$ cat config.mk
export PLATFORM = sky130hd
export DESIGN_NAME = barcode_reader
export DESIGN_NICKNAME = d
export VERILOG_FILES = /design/src/rtl/barcode_reader.sv
export SDC_FILE = /design/constraint.sdc
export NUM_CORES = 1
export LEC_CHECK = 0
export ABC_AREA = 1
export ABC_CLOCK_PERIOD_IN_PS = 5000
export CAP_MARGIN = 20
export CELL_PAD_IN_SITES_DETAIL_PLACEMENT = 2
export CELL_PAD_IN_SITES_GLOBAL_PLACEMENT = 2
export CORE_ASPECT_RATIO = 0.7
export CORE_MARGIN = 4
export CORE_UTILIZATION = 37
export CTS_CLUSTER_DIAMETER = 200
export DETAILED_ROUTE_END_ITERATION = 10
export GPL_ROUTABILITY_DRIVEN = 0
export PLACE_DENSITY_LB_ADDON = 0.1
export SYNTH_ARGS = -nofsm -noshare
export SYNTH_HDL_FRONTEND = slang
export SYNTH_SLANG_ARGS = --single-unit
$ cat constraint.sdc
create_clock -name clk -period 5 [get_ports clk]
set_input_delay 1 -clock clk [delete_from_list [all_inputs] [get_ports clk]]
set_output_delay 1 -clock clk [all_outputs]
set_load 0.1 [all_outputs]
$ cat src/rtl/barcode_reader.sv
// Self-timed barcode receiver: measures the start-bit low time and reuses it as
// the sample delay for each of the 8 MSB-first data bits; captures a sticky ID.
module barcode_reader #(
  parameter int CNT_W   = 22,
  parameter int MIN_LOW = 4
) (
  input  logic       clk,
  input  logic       rst,
  input  logic       BC,
  input  logic       clr_ID_vld,
  output logic       ID_vld,
  output logic [7:0] ID
);

  localparam int TW = CNT_W + 3;
  localparam logic [CNT_W-1:0] DUR_MAX   = {CNT_W{1'b1}};
  localparam logic [CNT_W-1:0] MIN_LOW_C = CNT_W'(MIN_LOW);

  typedef enum logic [2:0] {
    IDLE        = 3'd0,
    START_LOW   = 3'd1,
    WAIT_FALL   = 3'd2,
    WAIT_SAMPLE = 3'd3,
    CHECK       = 3'd4
  } state_t;

  // A station ID is valid only when its two upper bits are zero.
  function automatic logic id_ok(input logic [7:0] frame);
    return (frame[7:6] == 2'b00);
  endfunction

  logic [1:0]       sync_r;
  logic             prev_r;
  logic             bc_s, fall_s, rise_s;
  state_t           state_r, state_s;
  logic [CNT_W-1:0] dur_r, dur_s, n_r, n_s;
  logic [TW-1:0]    timer_r, timer_s;
  logic [3:0]       bit_cnt_r, bit_cnt_s;
  logic [7:0]       shift_r, shift_s, id_r, id_s;
  logic             id_vld_r, id_vld_s, set_s;

  assign bc_s   = sync_r[1];
  assign fall_s = prev_r & ~bc_s;
  assign rise_s = ~prev_r & bc_s;
  assign ID     = id_r;
  assign ID_vld = id_vld_r;

  // Two-flop synchronizer plus edge-detect history, all idling high.
  always_ff @(posedge clk) begin
    if (rst) begin
      sync_r <= 2'b11;
      prev_r <= 1'b1;
    end else begin
      sync_r <= {sync_r[0], BC};
      prev_r <= bc_s;
    end
  end

  // Next-state and datapath decode for the frame FSM.
  always_comb begin
    state_s   = state_r;
    dur_s     = dur_r;
    n_s       = n_r;
    timer_s   = timer_r;
    bit_cnt_s = bit_cnt_r;
    shift_s   = shift_r;
    id_s      = id_r;
    set_s     = 1'b0;
    case (state_r)
      IDLE: begin
        dur_s   = '0;
        timer_s = '0;
        if (fall_s) begin
          state_s = START_LOW;
          dur_s   = {{(CNT_W-1){1'b0}}, 1'b1};
        end else begin
          state_s = IDLE;
        end
      end
      START_LOW: begin
        if (rise_s) begin
          if (dur_r < MIN_LOW_C) begin
            state_s = IDLE;
            dur_s   = '0;
          end else begin
            n_s       = dur_r;
            bit_cnt_s = 4'd0;
            timer_s   = '0;
            state_s   = WAIT_FALL;
          end
        end else if (dur_r == DUR_MAX) begin
          state_s = IDLE;
          dur_s   = '0;
        end else if (!bc_s) begin
          dur_s = dur_r + 1'b1;
        end else begin
          dur_s = dur_r;
        end
      end
      WAIT_FALL: begin
        // Timeout at 8*N; timer is wide enough to reach that without wrapping.
        if (fall_s) begin
          timer_s = '0;
          state_s = WAIT_SAMPLE;
        end else if (timer_r == {n_r, 3'b000}) begin
          timer_s = '0;
          state_s = IDLE;
        end else begin
          timer_s = timer_r + 1'b1;
        end
      end
      WAIT_SAMPLE: begin
        if (timer_r == {3'b000, n_r}) begin
          shift_s   = {shift_r[6:0], bc_s};
          bit_cnt_s = bit_cnt_r + 4'd1;
          timer_s   = '0;
          if (bit_cnt_r == 4'd7) begin
            state_s = CHECK;
          end else begin
            state_s = WAIT_FALL;
          end
        end else begin
          timer_s = timer_r + 1'b1;
        end
      end
      CHECK: begin
        if (id_ok(shift_r)) begin
          id_s  = shift_r;
          set_s = 1'b1;
        end else begin
          id_s  = id_r;
        end
        state_s = IDLE;
      end
      default: begin
        state_s = IDLE;
      end
    endcase
    // A capture in the same cycle as a clear leaves the flag set.
    if (set_s) begin
      id_vld_s = 1'b1;
    end else if (clr_ID_vld) begin
      id_vld_s = 1'b0;
    end else begin
      id_vld_s = id_vld_r;
    end
  end

  // Frame FSM state, counters and registered outputs.
  always_ff @(posedge clk) begin
    if (rst) begin
      state_r   <= IDLE;
      dur_r     <= '0;
      n_r       <= '0;
      timer_r   <= '0;
      bit_cnt_r <= 4'd0;
      shift_r   <= 8'h00;
      id_r      <= 8'h00;
      id_vld_r  <= 1'b0;
    end else begin
      state_r   <= state_s;
      dur_r     <= dur_s;
      n_r       <= n_s;
      timer_r   <= timer_s;
      bit_cnt_r <= bit_cnt_s;
      shift_r   <= shift_s;
      id_r      <= id_s;
      id_vld_r  <= id_vld_s;
    end
  end

endmodule
==> results of run 1 <==
-- metal layers --
metal	global-route usage, %	vias up
li1	-	2925
met1	35.8	3029
met2	42.6	91
met3	6.06	29
met4	5.48	0
met5	0	-
-- cell families after synthesis --
group                    Yosys count  share of synthesized area [%]
adder cells (fa/ha/maj)            4                          0.882
buffers and inverters            129                           9.30
AND/OR/NAND/NOR                  556                           42.1
AO/OA/AOI/OAI                    124                           11.8
flip-flops                        96                           33.9
XOR/XNOR                          13                           2.01
-- worst max-delay path by stage --
| stage | from | to | slack (ps) | cells after the start |
|---|---|---|---|---|
| floorplan | ID[6] | ID[6] | 3080 | 0 |
| CTS | state_r[2] | n_r[5] | 2040 | 6 |
| global route | state_r[2] | n_r[19] | 1750 | 6 |
| detailed placement | rst | n_r[1] | 1800 | 6 |
| finish | state_r[2] | n_r[5] | 2080 | 6 |
| global placement | rst | n_r[0] | 1940 | 6 |
-- critical path: cells and delay by family, from the launching register on --
family          cells  cell delay (ps)
buf+inv             2              670
flops               1              370
compound gates      2              590
simple gates        2             1120
-- where the power goes --
part / switching, uW / internal [uW] / total [uW]
Combinational: 66.3 / 21.8 / 88.1
Sequential: 6.39 / 768 / 774
Clock: 377 / 360 / 737
Total: 450 / 1150 / 1600
-- metrics by stage --
step	total power [uW]	utilization (%)
final	1600	42.0
after CTS	1610	42.0
after global placement	874	40.0
after global routing	1650	42.0
after floorplan	853	-
after detailed placement	879	40.0
-- registers in the layout (all words and copies together) (netlist names) --
register	count
timer_r	25
prev_r	1
shift_r	8
dur_r	22
ID_vld	1
state_r	3
sync_r	2
bit_cnt_r	4
ID	8
n_r	22
-- cell usage after synthesis (3+ instances only) --
master    count
nand4_1      17
nand2_2       5
buf_2         4
inv_1        99
nor4_1        5
inv_2         4
nand2_4       3
nor2_1      145
o21ai_0      58
xor2_1        8
ha_1          4
nor3_1       15
dfxtp_1      96
nor3b_1       3
buf_4         3
o21ai_1       3
xnor2_1       5
nand3_1      55
a21oi_2      11
a21oi_1      48
buf_6         3
clkbuf_1     13
nand3_2       5
nand2_1     289
-- layout make-up --
type | instances | area (um2)
fill | 1852 | 8610
multi-input combinational | 697 | 3230
clock inverter | 7 | 81.3
clock buffer | 9 | 225
sequential | 96 | 1920
inverter | 105 | 399
timing repair buffer | 16 | 150
tap | 195 | 244
==> out/results.ini, run 1 <==
[worst_setup_path]
rr_startpoint = state_r[2]
r2r_slack_ps = 2080
critPathMaxStageDelay_ps = 680
cp.arrival_ps = 3130
rr_endpoint = n_r[5]
start_kind = flip-flop
slowest_stage = nand3_2
path_max_fanout = 45
r2r_cells = 6
path_cells = inv_1 -> nand2_1 -> inv_2 -> nand3_2 -> o21ai_0 -> a21oi_1
critPathRequiredTime_ps = 5220
critPathCaptureType = flip-flop
worst-setup-path-type = flip-flop to flip-flop

[placement]
placed_cell_area_um2 = 5940
pre_cts_ws_ps = 1800
dp_hpwl_um = 16600
placed_cells = 1109
portBuffers = 12

[finish]
final_cell_mix = nand2_1, nor2_1, inv_1, dfxtp_1, o21ai_0
drive_gt1_share_pct = 6.24
final_common_cell = nand2_1
synthToLayoutAreaGrowth_pct = 10.1
fin_nets = 933
diodes = 0
fin_cells = 1125
design_area_um2 = 6250

[grt]
grt_pass1_wl_um = 36600
grt_overflow = 0
grt_antenna_before_repair = 0
grt_pass1_vias = 6742
track_usage_pct = 26.3
grt_max_degree = 46

[route]
drc_errors = 0
finalWirelength_um = 22100
viasPerCell = 5.40
vias = 6074
dr_wl_met2_um = 10100
dr_wl_met3_um = 959
m1WireLength_um = 10700
top_layer_used = met4
first_pass_iters = 4
drt_iter0_drc = 337
drtAntennaViolNets = 0
wl_per_cell_um = 19.6

[sta]
hold_viol_final = 0
timing.fmax_mhz = 343
rsz0062_at_grt = no
final-max-slew-violation-count = 0
finalCriticalPeriod_ps = 2920
hold_slack_ps = 447
period_share_pct = 58.3
slew_headroom_pct = 34.9
finalSetupViolCount = 0
final.setup.tns_ps = 0
skew_ps = 11.8
layout_setup_ws_ps = 2080
worst_slew_pin_slew_ps = 973

[synthesis]
avgSynthCellArea_um2 = 6.16
syn_inst = 922
synth_cell_types = 39
synth_area_leaders = dfxtp_1, nand2_1, nor2_1
syn_nets = 930
synth_top_area_share_pct = 33.9
yosysWarnings = 0
ys.flop_type = dfxtp_1
syn_area_um2 = 5680
ys_seq_area_share_pct = 33.9
synth_edf_count = 0
ys_seq_elements = 96
synth_top_cell_by_area = dfxtp_1
async_flop_share_pct = 0

[pwr]
power_leakage_uw = 0.00241
ir_drop_mv = 0.179
p_per_area_nw_per_um2 = 256

[clock_tree]
cts_made_buffers = 9
cts.path.max_buffers = 2
cts.sinks = 96
post-cts-setup-buffer-count = 0
cts_tree = built
cts_hold_buf = 0
path_clk_slew_ps = 80
ctsHtreeMaxLevel = 3
cts-resized-gates = 0
cts-root-buf = clkbuf_16
worstSkewPairLatency_ps = 370

[die]
floorplan.initialDensity_pct = 38.2
die_x_um = 156
coreArea_um2 = 14900
die_h_um = 112
dieArea_um2 = 17400
core.rowCount = 37
io_pins = 13

[hold_path]
hp-class = flip-flop to flip-flop
hold_depth = 1
hold_start = sync_r[0]
min_to = sync_r[1]

[run]
maxCapViolations = 0

[run_status]
run_status = finished clean

Note: power is estimated with default switching activity, not from simulation.
==> run 2, diff against run 1 <==
- ABC_CLOCK_PERIOD_IN_PS: 5000 -> 2800
- CORE_UTILIZATION: 37 -> 34
- clock period: 5 -> 2.8 ns (I/O delays scaled with it)
==> out/results.ini, run 2 (same netlist as run 1, synthesis figures left out) <==
[sta]
finalSetupViolCount = 0
final.setup.tns_ps = 0
period_share_pct = 90.5
final-max-slew-violation-count = 0
finalCriticalPeriod_ps = 2530
worst_slew_pin_slew_ps = 518
slew_headroom_pct = 65.4
timing.fmax_mhz = 395
rsz0062_at_grt = no
hold_viol_final = 0
skew_ps = 9.53

[worst_setup_path]
slowest_stage = dfxtp_1
cp.arrival_ps = 2830
r2r_cells = 11
path_cells = ha_1 -> nand2_1 -> nor2_1 -> nand2_1 -> nor2_2 -> nand3_1 -> o21ai_0 -> nand2_1 -> inv_1 -> nand2_1 -> a21oi_1
critPathCaptureType = flip-flop
start_kind = flip-flop
path_max_fanout = 5
crit_top_cell = nand2_1
critPathRequiredTime_ps = 3100
worst-setup-path-type = flip-flop to flip-flop
critPathMaxStageDelay_ps = 540

[hold_path]
hold_depth = 1
hp-class = flip-flop to flip-flop

[finish]
final_cell_mix = nand2_1, nor2_1, inv_1, dfxtp_1, o21ai_0
final_common_cell = nand2_1
diodes = 0
n_fill_cell = 2043
design_area_um2 = 6330
largest_reg_flops = 25
largest_register = timer_r
synthToLayoutAreaGrowth_pct = 11.5
drive_gt1_share_pct = 7.90
fin_nets = 940
register_area_um2 = 1920
multiInputGateArea_um2 = 3230
reg_top3 = timer_r (25), dur_r (22), n_r (22)

[grt]
track_usage_pct = 25.1
grt_antenna_before_repair = 0
grt_overflow = 0
grt_pass1_wl_um = 37000
grt_pass1_vias = 6498
grt_max_degree = 33

[placement]
portBuffers = 12
placed_cell_area_um2 = 6010
dp_hpwl_um = 17600

[route]
viasPerCell = 5.30
vias = 6160
wl_per_cell_um = 19.8
drt_iter0_drc = 363
finalWirelength_um = 23000
drc_errors = 0
first_pass_iters = 5
drtAntennaViolNets = 0

[die]
core.rowCount = 39
die_h_um = 116
coreArea_um2 = 16300
dieArea_um2 = 18900
die_x_um = 162
floorplan.initialDensity_pct = 34.7
io_pins = 13

[clock_tree]
path_clk_slew_ps = 80
cts-root-buf = clkbuf_16
cts.sinks = 96
cts.path.max_buffers = 2
cts_tree = built
worstSkewPairLatency_ps = 360
cts_made_buffers = 9
ctsHtreeMaxLevel = 3
post-cts-setup-buffer-count = 0
cts-resized-gates = 0
cts_hold_buf = 0

[run_status]
run_status = finished clean

[pwr]
power_leakage_uw = 0.00247
p_per_area_nw_per_um2 = 464
ir_drop_mv = 0.242

[run]
maxCapViolations = 0

## run 2: changes by cell type in the layout (fill, tap and decap cells not counted)
cell             before  now
buf_4                 4   20
clkdlybuf4s50_1      12    3
inv_8                 2    5
clkinv_8              2    0
inv_6                 3    1
bufinv_16             0    1
## run 2: layer usage
metal / global-route usage [%] / wire length (um) / share of wire, %
met1: 35.7 / 11400 / 50
met2: 41.2 / 10500 / 46
met3: 3.88 / 948 / 4.1
met4: 4.34 / 189 / 0.82
met5: 0 / 0 / 0
## run 2: worst paths after layout
check                   from           to  slack (ps)
setup reg to reg  timer_r[1]  timer_r[22]         270
hold / removal     sync_r[0]    sync_r[1]         430
hold reg to reg    sync_r[0]    sync_r[1]         430
setup / recovery  timer_r[1]  timer_r[22]         270
## run 2: area by class of cell
class | count | share of cell area (%)
Clock buffer | 9 | 3.56
Clock inverter | 7 | 1.50
Inverter | 105 | 6.31
Multi-Input combinational cell | 697 | 51.0
Sequential cell | 96 | 30.4
Tap cell | 225 | 4.45
Timing Repair Buffer | 23 | 2.85
## run 2: critical path: cells and delay by family, from the launching register on
| kind | cells | cell delay [ps] |
|---|---|---|
| and+or+nand+nor | 7 | 1140 |
| adders and majority gates | 1 | 330 |
| buffers and inverters | 1 | 60 |
| AOI/OAI and AO/OA | 2 | 400 |
| DFF | 1 | 540 |
## run 2: stage by stage
step | worst slack (ps) | util [%] | instances | power (uW) | hold WS, ps
floorplan | 1090 | - | 922 | 1520 | 389
global placement | 562 | 36.8 | 1146 | 1580 | 392
detailed placement | 333 | 36.8 | 1146 | 1580 | 416
CTS | 319 | 38.7 | 1162 | 2980 | 437
global route | 17.0 | 38.7 | 1162 | 3040 | 461
finish | 265 | 38.7 | 1162 | 2940 | 435
## run 2: where the power goes
part	switching [uW]	internal (uW)
sequential	8.60	1370
clock	655	730
combinational	129	42.6
total	793	2140
